--- config.mk ---
export PLATFORM = sky130hd
export DESIGN_NAME = vga_fb_arbiter
export DESIGN_NICKNAME = d
export VERILOG_FILES = /design/src/rtl/vga_fb_pkg.sv /design/src/rtl/fb_addr_calc.sv /design/src/rtl/vga_fb_arbiter.sv
export SDC_FILE = /design/constraint.sdc
export NUM_CORES = 1
export LEC_CHECK = 0
export ABC_AREA = 1
export CELL_PAD_IN_SITES_DETAIL_PLACEMENT = 1
export CELL_PAD_IN_SITES_GLOBAL_PLACEMENT = 1
export CORE_ASPECT_RATIO = 1.5
export CORE_MARGIN = 4
export CORE_UTILIZATION = 38
export DETAILED_ROUTE_END_ITERATION = 10
export PLACE_DENSITY = 0.84
export SLEW_MARGIN = 10
export SYNTH_ARGS = -nofsm -noshare
export SYNTH_HDL_FRONTEND = slang
export SYNTH_SLANG_ARGS = --single-unit
--- constraint.sdc ---
create_clock -name clk -period 8 [get_ports clk]
set_input_delay 1.6 -clock clk [delete_from_list [all_inputs] [get_ports clk]]
set_output_delay 1.6 -clock clk [all_outputs]
set_load 0.005 [all_outputs]
--- src/rtl/vga_fb_pkg.sv ---
// Shared framebuffer geometry and VGA timing constants for the display/coprocessor arbiter.
package vga_fb_pkg;

    localparam int unsigned FB_W      = 320;
    localparam int unsigned FB_H      = 240;
    localparam int unsigned FB_AW     = 17;
    localparam int unsigned H_DISPLAY = 640;
    localparam int unsigned V_DISPLAY = 480;
    localparam int unsigned H_TOTAL   = 800;
    localparam int unsigned V_TOTAL   = 525;

    localparam logic [FB_AW-1:0] FB_SIZE = FB_AW'(FB_W * FB_H);

    typedef enum logic [1:0] {
        GntIdle,
        GntRead,
        GntWrite
    } grant_e;

endpackage

--- src/rtl/fb_addr_calc.sv ---
// Row-major framebuffer address: row*320 + col, built from shifts so no multiplier is needed.
module fb_addr_calc
    import vga_fb_pkg::*;
(
    input  logic [7:0]       row_i,
    input  logic [8:0]       col_i,
    output logic [FB_AW-1:0] addr_o
);

    logic [FB_AW-1:0] row_ext;
    logic [FB_AW-1:0] col_ext;

    always_comb begin
        row_ext = {9'd0, row_i};
        col_ext = {8'd0, col_i};
        addr_o  = (row_ext << 8) + (row_ext << 6) + col_ext;
    end

endmodule

--- src/rtl/vga_fb_arbiter.sv ---
// Shares one single-port framebuffer between the VGA display fetch (always wins) and a
// coprocessor pixel writer that gets every cycle the display does not need.
module vga_fb_arbiter
    import vga_fb_pkg::*;
(
    input  logic             clk,
    input  logic             reset,
    input  logic [9:0]       vga_x,
    input  logic [9:0]       vga_y,
    input  logic             wr_valid,
    input  logic [FB_AW-1:0] wr_addr,
    input  logic [7:0]       wr_data,
    output logic             wr_ready,
    output logic [FB_AW-1:0] ram_addr,
    output logic             ram_we,
    output logic [7:0]       ram_wdata,
    input  logic [7:0]       ram_rdata,
    output logic [7:0]       pixel_out,
    output logic             underrun
);

    localparam logic [9:0] VLast    = 10'(V_TOTAL - 1);
    localparam logic [9:0] XLineEnd = 10'(H_TOTAL - 4);

    logic [9:0]       prev_x_q;
    logic             disp_pending_q;
    logic [FB_AW-1:0] pend_addr_q;
    logic             cap_q;
    logic [7:0]       next_pix_q;
    logic [FB_AW-1:0] addr_q;
    logic [7:0]       wdata_q;

    logic             x_step;
    logic [9:0]       next_y;
    logic             trig_a;
    logic             trig_b;
    logic             trigger;
    logic             pix_upd;
    logic [7:0]       fetch_row;
    logic [8:0]       fetch_col;
    logic [FB_AW-1:0] fetch_addr;
    grant_e           grant;

    always_comb begin
        x_step  = (vga_x != prev_x_q);
        next_y  = (vga_y == VLast) ? 10'd0 : vga_y + 10'd1;
        // Fetch one stored pixel ahead of the one currently being shown.
        trig_a  = x_step && !vga_x[0] && (vga_x < 10'(H_DISPLAY - 2)) &&
                  (vga_y < 10'(V_DISPLAY));
        trig_b  = x_step && (vga_x == XLineEnd) && (next_y < 10'(V_DISPLAY));
        trigger = trig_a || trig_b;
        pix_upd = x_step && !vga_x[0] && (vga_x < 10'(H_DISPLAY)) &&
                  (vga_y < 10'(V_DISPLAY));
        fetch_row = trig_b ? next_y[8:1] : vga_y[8:1];
        fetch_col = trig_b ? 9'd0 : vga_x[9:1] + 9'd1;
    end

    fb_addr_calc u_addr_calc (
        .row_i  (fetch_row),
        .col_i  (fetch_col),
        .addr_o (fetch_addr)
    );

    always_comb begin
        if (reset) begin
            grant = GntIdle;
        end else if (disp_pending_q) begin
            grant = GntRead;
        end else if (wr_valid) begin
            grant = GntWrite;
        end else begin
            grant = GntIdle;
        end
    end

    always_comb begin
        ram_addr  = reset ? '0 : addr_q;
        ram_wdata = reset ? '0 : wdata_q;
        ram_we    = 1'b0;
        wr_ready  = !reset && !disp_pending_q;
        unique case (grant)
            GntRead: ram_addr = pend_addr_q;
            GntWrite: begin
                ram_addr  = wr_addr;
                ram_wdata = wr_data;
                // Out-of-range writes complete the handshake but never reach the RAM.
                ram_we    = (wr_addr < FB_SIZE);
            end
            default: ;
        endcase
    end

    always_ff @(posedge clk) begin
        if (reset) begin
            prev_x_q       <= vga_x;
            disp_pending_q <= 1'b0;
            pend_addr_q    <= '0;
            cap_q          <= 1'b0;
            next_pix_q     <= '0;
            pixel_out      <= '0;
            underrun       <= 1'b0;
            addr_q         <= '0;
            wdata_q        <= '0;
        end else begin
            prev_x_q <= vga_x;
            addr_q   <= ram_addr;
            wdata_q  <= ram_wdata;
            cap_q    <= (grant == GntRead);
            if (cap_q) begin
                next_pix_q <= ram_rdata;
            end
            if (pix_upd) begin
                pixel_out <= next_pix_q;
            end
            disp_pending_q <= trigger;
            if (trigger) begin
                pend_addr_q <= fetch_addr;
                if (disp_pending_q || cap_q) begin
                    underrun <= 1'b1;
                end
            end
        end
    end

endmodule

# ---- Yosys cells after proc, flatten, opt, wreduce, memory -nomap -nowiden
# Cells that the tools add are included.
dict set report word_totals {
  regBits 71
  inputBits 56
}
dict set report op_classes {
  addsub 4
  magnitude_cmp 5
  eq_ne 5
  muxes 11
  reduce_logical 14
}
# operator n
set op_table {}
lappend op_table {{$pmux W17 S2} 1}
lappend op_table {{$mux W8} 3}
lappend op_table {{$eq A10 B10 Y1 const B} 2}
lappend op_table {{$lt A10 B10 Y1 const B} 2}
lappend op_table {{$lt A10 B9 Y1 const B} 2}
lappend op_table {{$add A16 B14 Y17} 1}
lappend op_table {{$add A17 B9 Y17} 1}
lappend op_table {{$lt A17 B17 Y1 const B} 1}
lappend op_table {{$mux W17} 1}
lappend op_table {{$add A10 B1 Y10 const B} 1}
lappend op_table {{$mux W10} 1}
lappend op_table {{$ne A10 B10 Y1} 1}
lappend op_table {{$add A9 B1 Y9 const B} 1}
lappend op_table {{$mux W9} 1}
lappend op_table {{$logic_and A1 B1 Y1} 8}
lappend op_table {{$mux W2} 3}
lappend op_table {{$logic_not A1 Y1} 3}
lappend op_table {{$eq A2 B1 Y1 const B} 1}
lappend op_table {{$eq A2 B2 Y1 const B} 1}
lappend op_table {{$logic_or A1 B1 Y1} 2}
lappend op_table {{$reduce_and A2 Y1} 1}
lappend op_table {{$mux W1} 1}

# ---- Depth between registers and ports, before layout
# Gate-level depths: netlist (run 1).
dict set report logic_depth {
  depth_word 7
  ltp_mapped 25
  mapped_depth_nobuf 24
}

# ---- By module
# Synthesis (run 1) repeated with hierarchy kept, for this count alone.
dict set report unflattened {
  cells_unflattened 617
  hier_area_um2 4206.5
}
# module instances cells_each area_each_um2
set modules_own_cells {}
lappend modules_own_cells {vga_fb_arbiter 1 523 3606.0}
lappend modules_own_cells {fb_addr_calc 1 94 600.6}

# ---- Worst setup path after synthesis (run 1)
# Ideal clock, no wire load.
dict set report synth_path {
  kind {input port to flip-flop}
  start {in vga_y[0]}
  end {reg pend_addr_q[15]}
  arrival_time_ns 4.476
  t_required_ns 7.944
  path_slack_ns 3.468
  stages 21
  n_path_buf 1
  cell_sequence {ha_1 -> inv_1 -> nor2_1 -> nand2_1 -> nand2_1 -> nand2_1 -> nor2_2 -> nand3_2 -> nand2_2 -> buf_6 -> inv_4 -> or2_1 -> fa_1 -> fa_1 -> o21ai_0 -> a31oi_1 -> inv_1 -> nand3_1 -> nand3_1 -> nand2_1 -> inv_1}
}
dict set report synth_via {
  elab_chain_len 7
  word_cells_on_any_way 12
}
# element line
set synth_lines {}
lappend synth_lines {{start, declared} vga_fb_arbiter.sv:9} ;# input logic [9:0] vga_y,
lappend synth_lines {{$add A10 B1 Y10 / $eq A10 B10 Y1 (equally long branches)} vga_fb_arbiter.sv:46} ;# next_y = (vga_y == VLast) ? 10'd0 : vga_y + 10'd1;
lappend synth_lines {{$mux W10} vga_fb_arbiter.sv:46}
lappend synth_lines {{$lt A10 B9 Y1} vga_fb_arbiter.sv:50} ;# trig_b = x_step && (vga_x == XLineEnd) && (next_y < 10'(V_DISPLAY));
lappend synth_lines {{$logic_and A1 B1 Y1} vga_fb_arbiter.sv:50}
lappend synth_lines {{$mux W8} vga_fb_arbiter.sv:54} ;# fetch_row = trig_b ? next_y[8:1] : vga_y[8:1];
lappend synth_lines {{$add A16 B14 Y17} fb_addr_calc.sv:16} ;# addr_o = (row_ext << 8) + (row_ext << 6) + col_ext;
lappend synth_lines {{$add A17 B9 Y17} fb_addr_calc.sv:16}
lappend synth_lines {{end signal, assigned} vga_fb_arbiter.sv:117} ;# pend_addr_q <= fetch_addr;
lappend synth_lines {{end, declared} vga_fb_arbiter.sv:27} ;# logic [FB_AW-1:0] pend_addr_q;
# Parallel ways exist; a longest one is shown, timed or not.
# A chain may end at the register's enable or synchronous reset.

# ---- Worst setup path after layout (run 1)
dict set report layout_path {
  start {in reset}
  end {out ram_addr[11]}
}
dict set report layout_via {
  elab_chain_len 3
  word_cells_on_any_way 5
}
# element line
set layout_lines {}
lappend layout_lines {{start, declared} vga_fb_arbiter.sv:7} ;# input logic reset,
lappend layout_lines {{$mux W2} vga_fb_arbiter.sv:65} ;# if (reset) begin
lappend layout_lines {{$eq A2 B2 Y1 / $eq A2 B1 Y1 (equally long branches)} vga_fb_arbiter.sv:81} ;# unique case (grant)
lappend layout_lines {{$pmux W17 S2 *} vga_fb_arbiter.sv:81}
lappend layout_lines {{end, declared} vga_fb_arbiter.sv:14} ;# output logic [FB_AW-1:0] ram_addr,
# Mark *: on every way between the ends. The rest lies on a longest branch, timed or not.

==> summary.md, run 1 <==
| Metric | Value |
|---|---|
| Final TNS setup | 0 ps |
| Worst-path clk slew | ~60 ps |
| CTS root buffer | clkbuf_16 |
| Worst path slowest cell | inv_1 |
| First-pass GRT wire length | around 19000 um |
| Later-pin clock latency in the skew report | 330 ps |
| WP data arrival | roughly 4800 ps |
| Final Hold Viols | 0 |
| CTS sink cnt | 71 |
| Hold WC Path Type | flip-flop to flip-flop |
| Fin crit share | roughly 80% |
| Synth Flop Type | dfxtp_1 |
| Vias | between 3000 and 4000 |
| # diodes | 0 |
| Setup CP Type | primary input to primary output |
| Syn_nets | ~610 |
| Synthesis Warnings | 0 |
| Final hold slack | 476 ps |
| CP max stage delay | between 800 and 900 ps |
| Actual slew at the worst max-slew pin | ~1000 ps |
| Top cells by count, synth | 114 x nand2_1, 71 x dfxtp_1, 61 x nor2_1, 58 x inv_1, 49 x nand3_1 |
| Post-route ant nets | 0 |
| Remaining DRCs | 0 |
| Routed vias/inst | 5.17 |
| Port bufs | between 90 and 100 |
| Synth Register Bits | 71 |
| Final net count | about 690 |
| Layout cells sized above 1 | ~5.2% |
| H-tree Lvls | 3 |
| Largest net degree at the start of global routing | 40 |
| Hpwl dp | 8990 um |
| Synthesized area | roughly 0.0038 sq mm |
| Drt wl/cell | roughly 16 um |
| Post-CTS Hold Buffers | 0 |
| Starting Density | between 30 and 40% |
| Vias in the first global route | between 4000 and 5000 |
| IO Pins | just over 90 |
| Worst Skew | approximately 7.4 ps |
| Storage cell area | roughly 0.0014 sq mm |
| Slew Limit Fails | 0 |
| Multi-input logic area | between 0.002 and 0.0025 sq mm |
| Final wirelength | 11900 um |
| Synth Area per Inst | approximately 7.1 sq um |
| Grt ovf | 0 |
| PostCTS Resize Cnt | 0 |
| Largest delay share family, worst path | buffers and inverters |
| Crit path max fanout | 39 |
| Worst Path Required | between 6000 and 7000 ps |
| Final setup viols | 0 |
| Pwr Density | slightly below 200 mW/mm^2 |
| TritonCTS Buffers | 9 |
| Max VDD drop | ~0.12 mV |
| Global Route Usage Sum | between 20% and 30% |
| Drt pass-1 iters | 4 |
| Rows | 44 |
| Max_slew headroom | between 30% and 40% |
| Critical-path cell list | clkdlybuf4s50_1 > inv_1 > nand2_1 > inv_1 > a22oi_1 > o21ai_0 > clkdlybuf4s50_1 |
| Max Clk Rate | 157 MHz |
| Asr flop ratio synth | 0% |
| Yosys cell types | 35 |
| CTS tree | yes |
| Top cell type's share of synthesized area | a little under two fifths |
| Buffers & Inverters on Critical Path | 4 |
| Core area | between 0.009 and 0.01 sq mm |
| CP Capture Type | primary output |
| Count leader, synth | nand2_1 |
| Worst setup SP type | primary input |
| Sequential area share after synthesis | a little under two fifths |
| Filler instances | between 1000 and 1500 |
| EDFF count, synth | 0 |
| Die H | about 130 um |
| DRT iter0 DRCs | about 140 |
| Final min period | approximately 6400 ps |
| Max_cap viols | 0 |
| Total setup buffers inserted after CTS | 0 |
| RSZ-0062 raised after global routing | false |
| Placer congestion estimate | about 0.84 |
| Chip Width | around 89 um |
| Clock buffer depth | 2 |
| Leading area contributor after synthesis | dfxtp_1 |
| Leakage power | roughly 2.4 nW |
| Antenna violations before repair | 0 |
| Status | completed |
| Synth area leaders | dfxtp_1 38%, nand2_1 11%, nand3_1 6.5% |
| Syn-to-layout area delta | 34.8% |
| Synthesized instance count | between 500 and 600 |
| Total die area | between 0.01 and 0.015 sq mm |
## worst reg2reg max path, stage by stage (launching register included)
cell and delay (ps):
dfxtp_1 340, inv_1 50, nand2_1 50, nand2_1 60, nor2_1 100, nand3_1 100, nor2_1 200, nor2_2 80
nand2_2 230, inv_4 100, or2_1 230, fa_1 530, inv_1 60, ha_1 280, nand3_1 70, nand2_1 100
a21oi_1 80, o21bai_1 210, nand2_1 100, nand2_1 120, xnor2_1 140, a21oi_1 90
## area by class of cell
cell class | count | share of cell area [%]
Tap cell | 115 | 2.84
Timing Repair Buffer | 93 | 18.2
Sequential cell | 71 | 28.0
Clock buffer | 13 | 5.13
Clock inverter | 3 | 1.28
Inverter | 62 | 4.64
Multi-Input combinational cell | 379 | 39.9
## power breakdown
| part | total, mW | leakage, nW | switching [mW] | internal [mW] |
|---|---|---|---|---|
| sequential | 0.385 | 0.585 | 0.0102 | 0.375 |
| clock | 0.433 | 0.160 | 0.144 | 0.290 |
| combinational | 0.175 | 1.65 | 0.0922 | 0.0831 |
| total | 0.993 | 2.39 | 0.246 | 0.747 |
## path summary, 6_finish.rpt
check | to | slack [ps] | depth (start not counted) | start
worst max register to register | pend_addr_q[14] | 4560 | 21 | prev_x_q[3]
worst max-delay path | ram_addr[11] | 1630 | 7 | reset
worst min register to register | addr_q[5] | 480 | 2 | addr_q[5]
worst min-delay path | addr_q[5] | 480 | 2 | addr_q[5]
## layer usage
metal  up-vias  GRT usage (%)  part of all wire [%]
li1       1902              -                     -
met1      1803           21.7                    37
met2        82           41.3                    56
met3        19           4.23                   4.3
met4         0           8.94                   2.5
met5         -              0                     0
## cells by family after synthesis
group           synth area share (%)
simple gates                    27.5
fa+ha+maj                       7.05
flops                           37.8
xor+xnor                        4.19
compound gates                  15.1
buf+inv                         8.51
## cells in the final DEF, fill, tap and decap left out, drive strengths merged, types with 2 or more instances in the layout
| master | instances |
|---|---|
| o21bai | 3 |
| inv | 62 |
| buf | 2 |
| dfxtp | 71 |
| a22oi | 14 |
| nor3 | 3 |
| clkdlybuf4s50 | 91 |
| fa | 2 |
| nand3 | 51 |
| nand4 | 3 |
| bufinv | 2 |
| nor2 | 66 |
| o21ai | 50 |
| nand2 | 118 |
| xnor2 | 4 |
| o211ai | 7 |
| a21oi | 22 |
| ha | 18 |
| xor2 | 14 |
| clkbuf | 13 |
## state kept, by name, summed over array words and instances (netlist names)
| register | flops |
|---|---|
| next_pix_q | 8 |
| disp_pending_q | 1 |
| underrun | 1 |
| addr_q | 17 |
| prev_x_q | 10 |
| wdata_q | 8 |
| pend_addr_q | 17 |
| cap_q | 1 |
| pixel_out | 8 |
## per-stage QoR
step / utilization (%) / total power [mW] / instances / cell area, sq um / setup WS, ps
finish: 52.4 / 0.993 / 736 / 5070 / 1630
global route: 52.4 / 1.04 / 736 / 5070 / 1370
CTS: 52.4 / 1.00 / 736 / 5070 / 1620
detailed placement: 49.0 / 0.565 / 720 / 4750 / 1710
global placement: 49.0 / 0.556 / 720 / 4750 / 1870
floorplan: - / 0.481 / 529 / 3760 / 3470
Power figures use the tool's default switching activity.
==> run 2: changes to the inputs <==
- CORE_UTILIZATION: 38 -> 32
- PLACE_DENSITY: 0.84 -> 0.75
- clock period: 8 -> 5.6 ns (I/O delays scaled with it)
==> summary.md, run 2 (synthesized netlist as in run 1, its figures left out) <==
| Metric | Value |
|---|---|
| Status | completed |
| Port bufs | 91 (unchanged) |
| Top Metal Used | met4 |
| Chip Width | 96.6 um (+8.2%) |
| Leakage power | 2.40 nW (+0.44%) |
| Syn-to-layout area delta | 36.5% |
| Worst Skew | 5.06 ps (-2.37 ps) |
| Starting Density | 32.6% (-6.2 points) |
| Placed Cells | 758 (+5.3%) |
| Total die area | 0.0136 sq mm (+17%) |
| Worst R2R Start | prev_x_q[3] |
| CTS sink cnt | 71 (unchanged) |
| RSZ-0062 raised after global routing | false |
| Placed inst area | 0.00482 sq mm (+1.4%) |
| Wl on met1 | 4180 um (-6.4%) |
| Largest regs | addr_q (17), pend_addr_q (17), prev_x_q (10) |
| Final setup viols | 0 (unchanged) |
| Final wirelength | 10800 um (-9.8%) |
| Antenna violations before repair | 0 (unchanged) |
| Die H | 141 um (+8.4%) |
| Worst Hold End | addr_q[16] |
| Grt ovf | 0 (unchanged) |
| CP Capture Type | flip-flop |
| Slew Limit Fails | 0 (unchanged) |
| Hpwl dp | 8640 um (-3.9%) |
| Total setup buffers inserted after CTS | 0 (unchanged) |
| Layout cells sized above 1 | 5.77% (+0.62 points) |
| TritonCTS Buffers | 9 (unchanged) |
| Final min period | approximately 4700 ps |
| Wire length on met2 | 5830 um (-12%) |
| WP data arrival | 5020 ps (+250 ps) |
| Core area | 0.0115 sq mm (+19%) |
| CTS tree | yes |
| Post-route ant nets | 0 (unchanged) |
| PostCTS Resize Cnt | 0 (unchanged) |
| CTS root buffer | clkbuf_16 |
| Clock buffer depth | 2 (unchanged) |
| Final TNS setup | 0 ps (unchanged) |
| First-pass GRT wire length | 18000 um (-6.4%) |
| Vias | 3725 (-2.1%) |
| Setup CP Type | primary input to flip-flop |
| Post-CTS Hold Buffers | 0 (unchanged) |
| Routed vias/inst | 4.81 (-6.9%) |
| Hold WC Path Type | flip-flop to flip-flop |
| Max_slew headroom | 59.2% (+28 points) |
| Max Clk Rate | 211 MHz |
| Actual slew at the worst max-slew pin | 610 ps (-419 ps) |
| Worst-path clk slew | 50 ps (about the same) |
| Final cell count without fillers | 774 (+5.2%) |
| Final net count | 695 (+0.43%) |
| Later-pin clock latency in the skew report | 330 ps (about the same) |
| Reg2Reg Depth | 19 (-9.5%) |
| DRT iter0 DRCs | 106 (-25%) |
| CP startpoint | vga_y[0] |
| # diodes | 0 (unchanged) |
| Final instance area | 0.00514 sq mm (+1.3%) |
| Filler instances | 1446 (+16%) |
| Worst Path Required | 5880 ps (-520 ps) |
| Drt wl/cell | 13.9 um (-14%) |
| IO Pins | 92 (unchanged) |
| Max_cap viols | 0 (unchanged) |
| Reg2reg setup slack | 2130 ps (-2430 ps) |
| Met3 wire length | 492 um (-3.5%) |
| Fin crit share | 84.6% |
| Global Route Usage Sum | 16.6% (-4.9 points) |
| Crit path max fanout | 11 (-72%) |
| Most common cell after layout, fill and taps aside | nand2_1 |
| Largest net degree at the start of global routing | 39 (-2.5%) |
| Final Core Density | 44.6% (-7.8 points) |
| Worst setup SP type | primary input |
| Remaining DRCs | 0 (unchanged) |
| Placer congestion estimate | 0.895 (+6.0%) |
| Worst r2r dst | pend_addr_q[15] |
| Most frequent cells in the layout | 114 x nand2_1, 91 x clkdlybuf4s50_1, 71 x dfxtp_1 |
| H-tree Lvls | 3 (unchanged) |
| Drt pass-1 iters | 4 (unchanged) |
| Rows | 48 (+9.1%) |
| HP Start | addr_q[16] |
| Max VDD drop | 0.154 mV (+28%) |
| Pwr Density | 273 mW/mm^2 (+39%) |
| Hold Path Cell Cnt | 2 (unchanged) |
| Vias in the first global route | 3910 (-3.4%) |
| Final Hold Viols | 0 (unchanged) |
run 2: cell types whose count changed in the layout (fill, tap and decap cells not counted):
cell / change
clkinv_4: +1
clkbuf_1: -1
clkinvlp_4: +1
buf_4: +3
clkbuf_8: -1
run 2: worst max-delay path, stage by stage:
cell             delay (ps)
clkdlybuf4s50_1         500
ha_1                    210
inv_1                    60
nor2_1                  210
nand2_1                  80
nand2_1                  60
nand2_1                  80
nor2_2                  120
nand3_2                 100
nand2_2                 240
inv_4                    90
or2_1                   230
fa_1                    500
fa_1                    500
o21ai_0                 400
a31oi_1                 170
inv_1                    80
nand3_1                  70
nand3_1                  90
nand2_1                  60
inv_1                    40
run 2: worst max path at each step:
stage,endpoint
global placement,pend_addr_q[15]
CTS,pend_addr_q[15]
global route,pend_addr_q[14]
detailed placement,pend_addr_q[15]
floorplan,pend_addr_q[15]
finish,pend_addr_q[15]
run 2: per-stage QoR:
step / hold slack (ps) / power (mW) / setup slack [ps]
4_1_cts: 467 / 1.42 / 863
3_5_place_dp: 451 / 0.807 / 546
6_report: 463 / 1.40 / 860
5_1_grt: 488 / 1.48 / 535
3_3_place_gp: 443 / 0.799 / 727
2_1_floorplan: 434 / 0.687 / 1550
run 2: final cells by class:
cell class	instances	area (sq um)	share of cell area (%)
multi-input combinational	379	2020	39.4
sequential	71	1420	27.7
timing repair buffer	96	948	18.5
clock buffer	11	243	4.72
inverter	62	235	4.58
tap	150	188	3.65
clock inverter	5	81.3	1.58
run 2: where the power goes:
part / leakage, nW / internal, mW / switching, mW
Combinational: 1.66 / 0.120 / 0.127
Clock: 0.156 / 0.402 / 0.206
Sequential: 0.585 / 0.535 / 0.0122
run 2: per-layer routing:
metal | vias up | GRT usage [%]
li1 | 1907 | -
met4 | 0 | 6.65
met1 | 1720 | 17.9
met2 | 79 | 30.8
met3 | 19 | 2.99
met5 | - | 0
==> run 3: changes to the inputs <==
- CORE_UTILIZATION: 32 -> 35
- PLACE_DENSITY: 0.75 -> 0.78
- clock period: 5.6 -> 4.7 ns (I/O delays scaled with it)
==> summary.md, run 3 (synthesized netlist as in run 1, its figures left out) <==
| Metric | Value |
|---|---|
| Status | completed |
| Most common cell after layout, fill and taps aside | nand2_1 |
| Die H | 135 um (-4.1%) |
| Final Hold Viols | 0 (unchanged) |
| Syn-to-layout area delta | 37.3% |
| Grt ovf | 0 (unchanged) |
| Actual slew at the worst max-slew pin | 646 ps (+35.8 ps) |
| Filler instances | 1335 (-7.7%) |
| Total die area | 0.0125 sq mm (-8.0%) |
| Final setup viols | 0 (unchanged) |
| Hold Path Cell Cnt | 2 (unchanged) |
| CTS root buffer | clkbuf_16 |
| TritonCTS Buffers | 9 (unchanged) |
| Hpwl dp | 8930 um (+3.3%) |
| Chip Width | 92.7 um (-4.0%) |
| Internal | 1.25 mW (+18%) |
| WP data arrival | 4580 ps (-440 ps) |
| Max VDD drop | 0.199 mV (+29%) |
| Worst Skew | 5.26 ps (+0.202 ps) |
| # diodes | 0 (unchanged) |
| Final wirelength | 11500 um (+6.7%) |
| CP most frequent cell | nand2_1 |
| Worst r2r dst | pend_addr_q[16] |
| Worst setup SP type | primary input |
| Worst path slowest cell | fa_1 |
| CTS sink cnt | 71 (unchanged) |
| Worst Hold End | addr_q[0] |
| Reg2reg setup slack | 1430 ps (-700 ps) |
| Fin crit share | 93.0% |
| Vias in the first global route | 4062 (+3.9%) |
| DRT iter0 DRCs | 98 (-7.5%) |
| Worst R2R Start | prev_x_q[3] |
| Final hold slack | 469 ps (+5.24 ps) |
| Global Route Usage Sum | 18.8% (+2.2 points) |
| Reg2Reg Depth | 21 (+2) |
| Sw Pwr | 0.417 mW (+21%) |
| Worst Path Required | 4910 ps (-970 ps) |
| Setup CP Type | primary input to flip-flop |
| Logic pwr share | 18.1% (+0.5 points) |
| Hold WC Path Type | flip-flop to flip-flop |
| H-tree Lvls | 3 (unchanged) |
| Drt wl/cell | 14.8 um (+6.7%) |
| Max_slew headroom | 56.8% (-2.4 points) |
| Placer congestion estimate | 0.887 (-0.84%) |
| Drt pass-1 iters | 4 (unchanged) |
| Later-pin clock latency in the skew report | 330 ps (about the same) |
| Post-route ant nets | 0 (unchanged) |
| Slew Limit Fails | 0 (unchanged) |
| Clock buffer depth | 2 (unchanged) |
| Sequential power share | 39.3% (+0.3 points) |
| Antenna violations before repair | 0 (unchanged) |
| Final net count | 701 (+0.86%) |
| Total setup buffers inserted after CTS | 0 (unchanged) |
| Largest net degree at the start of global routing | 39 (unchanged) |
| Remaining DRCs | 0 (unchanged) |
| Core area | 0.0105 sq mm (-8.7%) |
| HP Start | addr_q[0] |
| Largest regs | addr_q (17), pend_addr_q (17), prev_x_q (10) |
| Layout cells sized above 1 | 6.51% (+0.74 points) |
| Pre-CTS setup slack | -110 ps (-656 ps) |
| Starting Density | 35.7% (+3.1 points) |
| Most frequent cells in the layout | 114 x nand2_1, 91 x clkdlybuf4s50_1, 71 x dfxtp_1 |
| Port bufs | 91 (unchanged) |
| Final min period | 4370 ps |
| Critical-path cell list | clkdlybuf4s50_1 > ha_1 > inv_1 > nor2_2 > nand2_1 > nand2_1 > nand2_1 > nor2_2 > nand3_2 > nand2_4 > inv_4 > or2_1 > fa_1 > inv_1 > ha_1 > nand3_1 > nand2_1 > a21oi_1 > o21bai_1 > nand2_1 > nand2_1 > a21oi_1 > o21ai_1 |
| CP Capture Type | flip-flop |
| Worst setup margin | 327 ps (-534 ps) |
| First-pass GRT wire length | 18900 um (+5.4%) |
| Rows | 46 (-4.2%) |
| IO Pins | 92 (unchanged) |
| Share of total power in the clock network | 42.6% (-0.8 points) |
| Vias | 3813 (+2.4%) |
| Max Clk Rate | 229 MHz |
| Routed vias/inst | 4.93 (+2.4%) |
| Max_cap viols | 0 (unchanged) |
| Crit path max fanout | 7 (-4) |
| Final Core Density | 49.1% (+4.5 points) |
| Pwr Density | 322 mW/mm^2 (+18%) |
| Worst-path clk slew | 60 ps (about the same) |
| CTS tree | yes |
| CP max stage delay | 540 ps (+40 ps) |
| Leakage power | 2.43 nW (+0.98%) |
| Switching Share | 25.1% (+0.44 points) |
## run 3: changes by cell type in the layout (fill, tap and decap cells not counted), sizes merged
cell and delta:
clkbuf +1, clkinvlp -1, buf +6
## run 3: what timing repair did
item / 4_1_cts / 5_1_grt
hold buffers: 0 / 0
resized for setup: 0 / 4
endpoints found under the setup margin: 0 / 3
## run 3: final cells by class
cell class,instances,area (sq um),share of cell area (%)
sequential,71,1420,27.5
inverter,62,235,4.55
tap,144,180,3.49
clock inverter,4,70.1,1.36
multi-input combinational,379,2030,39.3
timing repair buffer,102,993,19.2
clock buffer,12,236,4.58
## run 3: worst max path at each step
stage | startpoint | to | slack [ps] | cells past startpoint
3_3_place_gp | vga_y[0] | pend_addr_q[15] | 120 | 21
4_1_cts | vga_y[1] | pend_addr_q[16] | 210 | 23
5_1_grt | vga_y[1] | pend_addr_q[16] | -0.4 | 23
3_5_place_dp | vga_y[1] | pend_addr_q[15] | -110 | 21
6_report | vga_y[1] | pend_addr_q[16] | 330 | 23
2_1_floorplan | vga_y[0] | pend_addr_q[15] | 830 | 21
## run 3: critical path, delay by kind of cell
family | cells | cell delay, ps
AND/OR/NAND/NOR | 12 | 1310
adder cells (fa/ha/maj) | 3 | 1050
AO/OA/AOI/OAI | 4 | 570
buffers and inverters | 4 | 710
## run 3: layer usage
metal / wire length [um] / GRT usage [%] / share of wire (%) / vias up
met5: 0 / 0 / 0 / -
met4: 319 / 7.42 / 2.8 / 0
met3: 482 / 3.34 / 4.2 / 20
met2: 6360 / 36.8 / 55 / 77
met1: 4330 / 19.3 / 38 / 1797
li1: - / - / - / 1919
## run 3: stage by stage
| step | power [mW] | TNS, ps | cell area, sq um | std cells |
|---|---|---|---|---|
| 2_1_floorplan | 0.819 | 0 | 3760 | 529 |
| 3_3_place_gp | 0.954 | 0 | 4850 | 758 |
| 3_5_place_dp | 0.966 | -210 | 4850 | 758 |
| 4_1_cts | 1.68 | 0 | 5160 | 774 |
| 5_1_grt | 1.75 | -0.404 | 5170 | 774 |
| 6_report | 1.66 | 0 | 5170 | 774 |
## run 3: power by group through the flow
stage	Clock, mW	Combinational (mW)	Sequential, mW
floorplan	0	0.158	0.661
global placement	0	0.290	0.664
detailed placement	0	0.301	0.665
CTS	0.721	0.306	0.653
global route	0.751	0.338	0.656
finish	0.709	0.302	0.653
